[config.mk]
export PLATFORM = sky130hd
export DESIGN_NAME = pipeline_stall_ctrl
export DESIGN_NICKNAME = d
export VERILOG_FILES = /design/src/rtl/pipeline_stall_ctrl.sv
export SDC_FILE = /design/constraint.sdc
export NUM_CORES = 1
export LEC_CHECK = 0
export BUFFER_PORTS_ARGS = -buffer_cell sky130_fd_sc_hd__clkbuf_2
export CORE_MARGIN = 3
export CORE_UTILIZATION = 45
export CTS_BUF_LIST = sky130_fd_sc_hd__clkbuf_2 sky130_fd_sc_hd__clkbuf_4 sky130_fd_sc_hd__clkbuf_8
export CTS_CLUSTER_DIAMETER = 40
export DETAILED_ROUTE_END_ITERATION = 10
export GPL_TIMING_DRIVEN = 0
export PLACE_DENSITY = 0.82
export SYNTH_ARGS = -nofsm -noshare
export SYNTH_HDL_FRONTEND = slang
export SYNTH_SLANG_ARGS = --single-unit
[constraint.sdc]
create_clock -name clk -period 2.5 [get_ports clk]
set_input_delay 0.125 -clock clk [delete_from_list [all_inputs] [get_ports clk]]
set_output_delay 0.125 -clock clk [all_outputs]
set_load 0.02 [all_outputs]
[src/rtl/pipeline_stall_ctrl.sv]
// Central pipeline controller: per-stage stall/flush generation, enter-button
// start gating, single-step debug mode and a saturating stall-cycle counter.
module pipeline_stall_ctrl #(
    parameter int N_STAGE = 5,
    parameter int CNT_W   = 16
) (
    input  logic               clk,
    input  logic               rst,
    input  logic               enter,
    input  logic               mode_step,
    input  logic [N_STAGE-1:0] stall_req,
    input  logic [N_STAGE-1:0] flush_req,
    input  logic               clr_cnt,
    output logic [N_STAGE-1:0] stall,
    output logic [N_STAGE-1:0] flush,
    output logic               running,
    output logic               paused,
    output logic [CNT_W-1:0]   stall_cycles
);

    localparam logic [1:0] S_IDLE  = 2'd0;
    localparam logic [1:0] S_RUN   = 2'd1;
    localparam logic [1:0] S_STEP  = 2'd2;
    localparam logic [1:0] S_PAUSE = 2'd3;

    localparam logic [CNT_W-1:0] CNT_MAX = {CNT_W{1'b1}};
    localparam logic [CNT_W-1:0] CNT_ONE = {{(CNT_W-1){1'b0}}, 1'b1};

    logic [1:0]         r_state;
    logic [1:0]         w_state_nxt;
    logic               r_enter_q;
    logic [CNT_W-1:0]   r_stall_cycles;

    logic               w_go;
    logic               w_active;
    logic               w_any_stall;
    logic               w_flush_ok;
    logic [N_STAGE-1:0] w_stall_mask;
    logic [N_STAGE-1:0] w_below_flush;
    logic [N_STAGE-1:0] w_bubble;

    assign w_go        = enter & ~r_enter_q;
    assign w_active    = (r_state == S_RUN) | (r_state == S_STEP);
    assign w_any_stall = |stall_req;

    // Stall mask covers every stage at or below the oldest stalling stage;
    // below-flush marks every stage younger than the oldest flush request.
    always_comb begin
        logic acc_s;
        logic acc_f;
        acc_s         = 1'b0;
        acc_f         = 1'b0;
        w_stall_mask  = {N_STAGE{1'b0}};
        w_below_flush = {N_STAGE{1'b0}};
        for (int i = N_STAGE - 1; i >= 0; i--) begin
            acc_s            = acc_s | stall_req[i];
            w_stall_mask[i]  = acc_s;
            w_below_flush[i] = acc_f;
            acc_f            = acc_f | flush_req[i];
        end
    end

    // Bubble goes into the stage just above the oldest stalled one.
    always_comb begin
        w_bubble = {N_STAGE{1'b0}};
        for (int i = 1; i < N_STAGE; i++) begin
            w_bubble[i] = w_stall_mask[i-1] & ~w_stall_mask[i];
        end
    end

    // A flush applies only if some requester sits above every stalled stage.
    assign w_flush_ok = |(flush_req & ~w_stall_mask);

    // Stall/flush outputs; inactive states freeze the whole pipeline.
    always_comb begin
        stall = {N_STAGE{1'b1}};
        flush = {N_STAGE{1'b0}};
        if (w_active) begin
            if (w_flush_ok) begin
                stall = w_stall_mask & ~w_below_flush;
                flush = w_bubble | w_below_flush;
            end else begin
                stall = w_stall_mask;
                flush = w_bubble;
            end
        end else begin
            stall = {N_STAGE{1'b1}};
            flush = {N_STAGE{1'b0}};
        end
    end

    assign running      = w_active;
    assign paused       = (r_state == S_PAUSE);
    assign stall_cycles = r_stall_cycles;

    // Next-state logic; RUN checks mode_step before any button press.
    always_comb begin
        w_state_nxt = r_state;
        case (r_state)
            S_IDLE: begin
                if (w_go) begin
                    w_state_nxt = mode_step ? S_STEP : S_RUN;
                end else begin
                    w_state_nxt = S_IDLE;
                end
            end
            S_RUN: begin
                if (mode_step) begin
                    w_state_nxt = S_PAUSE;
                end else begin
                    w_state_nxt = S_RUN;
                end
            end
            S_STEP: begin
                if (!w_any_stall) begin
                    w_state_nxt = S_PAUSE;
                end else begin
                    w_state_nxt = S_STEP;
                end
            end
            S_PAUSE: begin
                if (w_go) begin
                    w_state_nxt = mode_step ? S_STEP : S_RUN;
                end else begin
                    w_state_nxt = S_PAUSE;
                end
            end
            default: w_state_nxt = S_IDLE;
        endcase
    end

    // State, button history and stall-cycle counter.
    always_ff @(posedge clk) begin
        if (rst) begin
            r_state        <= S_IDLE;
            r_enter_q      <= 1'b1;
            r_stall_cycles <= {CNT_W{1'b0}};
        end else begin
            r_state   <= w_state_nxt;
            r_enter_q <= enter;
            if (clr_cnt) begin
                r_stall_cycles <= {CNT_W{1'b0}};
            end else if (w_active && w_any_stall && (r_stall_cycles != CNT_MAX)) begin
                r_stall_cycles <= r_stall_cycles + CNT_ONE;
            end else begin
                r_stall_cycles <= r_stall_cycles;
            end
        end
    end

endmodule

==> impl_metrics.tcl, run 1 <==
set metrics [dict create \
    nFillCells 230 \
    yosys_warnings 0 \
    gr-total-overflow 0 \
    wl_per_cell_um 13.2 \
    clock_sinks 19 \
    reg2reg_slack_ns 0.54 \
    cts_buffers 3 \
    yosys_register_bits 19 \
    powerDensity_nw_per_um2 468 \
    die_h_um 57.7 \
    worst_slack_ns 0.537 \
    htree_levels 1 \
    drive_gt1_share_pct 34.4 \
    slew_headroom_pct 61.9 \
    yosys-mux-area-fraction_pct 0 \
    path_max_fanout 9 \
    drt-initial-drc-count 21 \
    first_pass_iters 4 \
    cp-end-kind "flip-flop" \
    ios 43 \
    synth-adder-area-share_pct 5.20 \
    yosysSeqAreaShare_pct 31.6 \
    tightest_slew_ns 0.568 \
    grt_pass1_wl_um 4790 \
    yosys.area_share.simple_pct 36.6 \
    outcome "finished, final reports clean" \
    worstPathRequired_ns 2.68 \
    rows 18 \
    grt_pass1_vias 1102 \
    grt_max_degree 12 \
    clk_pin_slew_ns 0.12 \
    cts_tree "done" \
    antenna_found_initial 0 \
    synth_xor_area_share_pct 9.47 \
    initial_core_util_pct 48.1 \
    routed_wl_um 2840 \
    clk_path_buf_depth 2 \
    fmax_mhz 509 \
    syn_inst 140 \
    syn-cell-area_sq_um 1200 \
    num-nets-final 207 \
    maxCapViolCount 0 \
    hold_path.class "input port to flip-flop" \
    worst_ir_drop_vdd_mv 0.368 \
    viasPerCell 5.44 \
    post_cts_buffers 0 \
    dieArea_sq_um 3330 \
    arrival_ns 2.15 \
    clock_latency_ns 0.31 \
    period_needed_ns 1.96 \
    p_leak_nw 0.616 \
    gp_congestion 0.861 \
    drc_errors 0 \
    finalSetupViolCount 0 \
    skew_ns 0.0117 \
    dp_hpwl_um 2280 \
    fin_setup_tns_ns 0 \
    cts_hold_buf 0 \
    syn2layout_area_growth_pct 22.9 \
    cts-root-buf "clkbuf_4" \
    synth_edf_count 0 \
    cts_resized 0 \
    yosys_most_used_dff "dfxtp_1" \
    antenna_cells 0 \
    final_common_cell "clkbuf_2" \
    critPathLaunchType "flip-flop" \
    rsz0062_at_grt "false" \
    path_class "flip-flop to flip-flop" \
    vias 1175 \
    gr-usage-all-layers_pct 18.2 \
    finalMaxSlewViolations 0 \
    hold_violations 0 \
    async_flop_share_pct 0 \
    syn_nets 160 \
    numPortBuffers 42 \
    die_x_um 57.7 \
    synth_top_family_by_area "simple AND/OR/NAND/NOR gates" \
    pre_cts_slack_ns 0.558 \
    avgSynthCellArea_sq_um 8.59 \
    synth_compound_area_share_pct 13.0 \
    synthDistinctLibCells 44 \
    mostFrequentLayoutCells "42 x clkbuf_2, 23 x nor2_1, 19 x dfxtp_1" \
    ant_nets 0 \
    core_sq_um 2500 \
    finalCritPeriodShare_pct 78.5 \
]
[critical path, cell delays in order, from the launching register on]
cell     delay [ns]
dfxtp_1        0.44
ha_1           0.26
nand4_2        0.19
nor4_4         0.60
nor3_1         0.13
xnor2_1        0.17
nor2_1         0.06
[registers in the layout, summed over array words and instances, names as in the netlist]
| name | cells |
|---|---|
| stall_cycles | 16 |
| r_state | 2 |
| r_enter_q | 1 |
[where the power goes]
group	internal [mW]	switching (mW)
Clock	0.0598	0.0998
Sequential	0.311	0.00882
Combinational	0.0814	0.131
[through the flow]
| stage | util [%] | cell area (sq um) | power, mW | std cells | hold slack (ns) |
|---|---|---|---|---|---|
| after floorplan | - | 1200 | 0.473 | 140 | 0.202 |
| after global placement | 58.0 | 1450 | 0.530 | 212 | 0.347 |
| after detailed placement | 58.0 | 1450 | 0.539 | 212 | 0.357 |
| after CTS | 59.1 | 1480 | 0.695 | 216 | 0.0171 |
| after global routing | 59.1 | 1480 | 0.733 | 216 | 0.0184 |
| final | 59.1 | 1480 | 0.692 | 216 | 0.0191 |
[logic make-up (layout without fill, tap and decap cells)]
kind of cell,count (synthesis),after routing
AOI/OAI and AO/OA,22,22
xor gates and xnor gates,13,13
adders and majority gates,5,5
buffers and inverters,10,56
DFF,19,19
and+or+nand+nor,71,71
[area by class of cell]
class | count | area, sq um | share of cell area (%)
Multi-Input combinational cell | 111 | 773 | 52.3
Clock buffer | 3 | 22.5 | 1.52
Clock inverter | 1 | 5.00 | 0.339
Inverter | 7 | 26.3 | 1.78
Timing Repair Buffer | 42 | 210 | 14.2
Buffer | 3 | 22.5 | 1.52
Sequential cell | 19 | 380 | 25.7
Tap cell | 30 | 37.5 | 2.54
[cell usage after synthesis (2+ instances only)]
library cell	count	share of area, %
or2_2	2	1.0
nand3_1	5	2.1
nor4_1	3	1.6
nand2_1	6	1.9
inv_1	7	2.2
nand4_1	4	2.1
ha_1	5	5.2
o21ai_0	5	2.1
nor4b_2	2	2.5
xnor2_1	13	9.5
nor3_1	5	2.1
and3_1	2	1.0
a21oi_1	7	2.9
and4_1	2	1.5
nor2_1	23	7.2
dfxtp_1	19	32
nor3b_1	3	1.9
[routing by layer]
| layer | part of all wire [%] | global-route usage [%] | vias up | wire length (um) |
|---|---|---|---|---|
| li1 | - | - | 598 | - |
| met1 | 42 | 21.4 | 548 | 1190 |
| met2 | 53 | 32.4 | 25 | 1510 |
| met3 | 4.1 | 4.01 | 4 | 116 |
| met4 | 1.0 | 5.96 | 0 | 29 |
| met5 | 0 | 0 | - | 0 |
[path summary, 6_finish.rpt]
check                                        to  depth (start not counted)             from
worst max-delay path            stall_cycles[3]                          6  stall_cycles[0]
worst min-delay path                 r_state[1]                          2              rst
worst max register to register  stall_cycles[3]                          6  stall_cycles[0]
worst min register to register  stall_cycles[8]                          2  stall_cycles[8]
Note: power is estimated with default switching activity, not from simulation.
==> run 2, diff against run 1 <==
==> constraint.sdc (replaced) <==
create_clock -name clk -period 1.89 [get_ports clk]
set_input_delay 0.0945 -clock clk [delete_from_list [all_inputs] [get_ports clk]]
set_output_delay 0.0945 -clock clk [all_outputs]
set_load 0.02 [all_outputs]
==> run 2 against run 1 <==
  * Largest cell class unchanged
  * First-iteration DRC count decreased by 9.5%
  * Largest power group unchanged
  * Total power rose by 35%
  * Register-to-register slack got worse by 0.39 ns
  * Wire length increased by 5.7%
  * Non-clock buffer count rose by 4
  * Combinational power is 44% higher
  * Sequential share of layout area decreased by 0.72 points
  * Global-route usage grew 0.88 points
==> impl_metrics.tcl, run 2 (synthesis gave the netlist of run 1 again) <==
set metrics [dict create \
    gp_congestion 0.861 \
    worst_hold_slack_ns 0.0797 \
    slew_headroom_pct 71.0 \
    fmax_mhz 573 \
    ant_nets 0 \
    dp_hpwl_um 2280 \
    clock_sinks 19 \
    r2r_start "stall_cycles[0]" \
    grt_max_degree 12 \
    startpoint "stall_cycles[0]" \
    p_leak_nw 0.638 \
    antenna_found_initial 0 \
    first_pass_iters 4 \
    gr-usage-all-layers_pct 19.0 \
    hold_violations 0 \
    htree_levels 1 \
    syn2layout_area_growth_pct 27.7 \
    cp-end-kind "flip-flop" \
    initial_core_util_pct 48.1 \
    powerDensity_nw_per_um2 611 \
    finalCritPeriodShare_pct 92.3 \
    rows 18 \
    outcome "finished, final reports clean" \
    path_class "flip-flop to flip-flop" \
    core_sq_um 2500 \
    skew_ns 0.0140 \
    arrival_ns 1.94 \
    viasPerCell 5.46 \
    final_common_cell "clkbuf_2" \
    finalSetupViolCount 0 \
    largest_reg_flops 16 \
    nFillCells 218 \
    die_x_um 57.7 \
    grt_pass1_wl_um 4970 \
    clk_pin_slew_ns 0.12 \
    numPortBuffers 42 \
    antenna_cells 0 \
    cts_tree "done" \
    die_h_um 57.7 \
    num-nets-final 211 \
    drc_errors 0 \
    path_max_fanout 6 \
    tightest_slew_ns 0.423 \
    clk_path_buf_depth 2 \
    drive_gt1_share_pct 37.4 \
    p_total_uw 937 \
    gr-total-overflow 0 \
    wl_per_cell_um 13.7 \
    clock_latency_ns 0.31 \
    fin_util_pct 61.4 \
    mostFrequentLayoutCells "42 x clkbuf_2, 23 x nor2_1, 16 x dfxtp_1" \
    worstPathRequired_ns 2.09 \
    maxCapViolCount 0 \
    ios 43 \
    rsz0062_at_grt "false" \
    period_needed_ns 1.74 \
    vias 1202 \
    routed_wl_um 3000 \
    grt_pass1_vias 1141 \
    cts_buffers 3 \
    worst_ir_drop_vdd_mv 0.452 \
    min_from "mode_step" \
    dieArea_sq_um 3330 \
    finalMaxSlewViolations 0 \
    drt-initial-drc-count 19 \
    cts-root-buf "clkbuf_4" \
    hold_path.class "input port to flip-flop" \
    critPathLaunchType "flip-flop" \
]
==> run 2: cell count changes in the layout (fill, tap and decap cells not counted), sizes merged <==
cell	before	now
buf	1	3
dlygate4sd3	0	2
==> run 2: stage by stage <==
stage | cell area (sq um) | TNS [ns] | setup WS (ns) | instances
floorplan | 1200 | 0 | 0.0137 | 140
global placement | 1450 | -0.153 | -0.0319 | 212
detailed placement | 1450 | -0.212 | -0.0518 | 212
CTS | 1510 | 0 | 0.0309 | 219
global route | 1540 | 0 | 0.0284 | 220
finish | 1540 | 0 | 0.145 | 220
==> run 2: what timing repair did <==
| action | 4_1_cts | 5_1_grt |
|---|---|---|
| pin swaps | 1 | 0 |
| endpoints found under the hold margin | 2 | 1 |
| buffers inserted | 2 | 0 |
| setup endpoints to repair | 10 | 9 |
| resized for setup | 2 | 4 |
| hold buffers | 1 | 1 |
==> run 2: path summary, 6_finish.rpt <==
path | to | slack (ns) | depth (start not counted)
worst min register to register | stall_cycles[1] | 0.53 | 2
worst max register to register | stall_cycles[14] | 0.15 | 6
worst max-delay path | stall_cycles[14] | 0.15 | 6
worst min-delay path | r_state[0] | 0.08 | 3
==> run 2: cell type report <==
| cell class | instances | area, sq um | share of cell area (%) |
|---|---|---|---|
| Sequential cell | 19 | 384 | 25.0 |
| Inverter | 7 | 26.3 | 1.71 |
| Buffer | 3 | 22.5 | 1.47 |
| Tap cell | 30 | 37.5 | 2.44 |
| Clock inverter | 1 | 5.00 | 0.326 |
| Timing Repair Buffer | 46 | 245 | 16.0 |
| Multi-Input combinational cell | 111 | 792 | 51.6 |
| Clock buffer | 3 | 22.5 | 1.47 |
==> run 2: routing by layer <==
layer  vias up  global-route usage, %  part of all wire (%)
met4         0                   7.62                   1.5
met1       567                   21.8                    42
met2        26                   34.2                    53
li1        603                      -                     -
met3         6                   4.01                   4.0
met5         -                      0                     0
==> run 2: worst max-delay path, cell delays in order (launching register included) <==
cell and delay [ns]:
dfxtp_2 0.39, ha_1 0.24, and4_1 0.30, o2111ai_2 0.20, nor4b_2 0.29, xnor2_1 0.17, nor2_1 0.05
==> run 2: power breakdown <==
part | internal (mW) | switching [mW] | leakage [nW]
combinational | 0.124 | 0.181 | 0.465
sequential | 0.413 | 0.0120 | 0.155
clock | 0.0790 | 0.128 | 0.0177
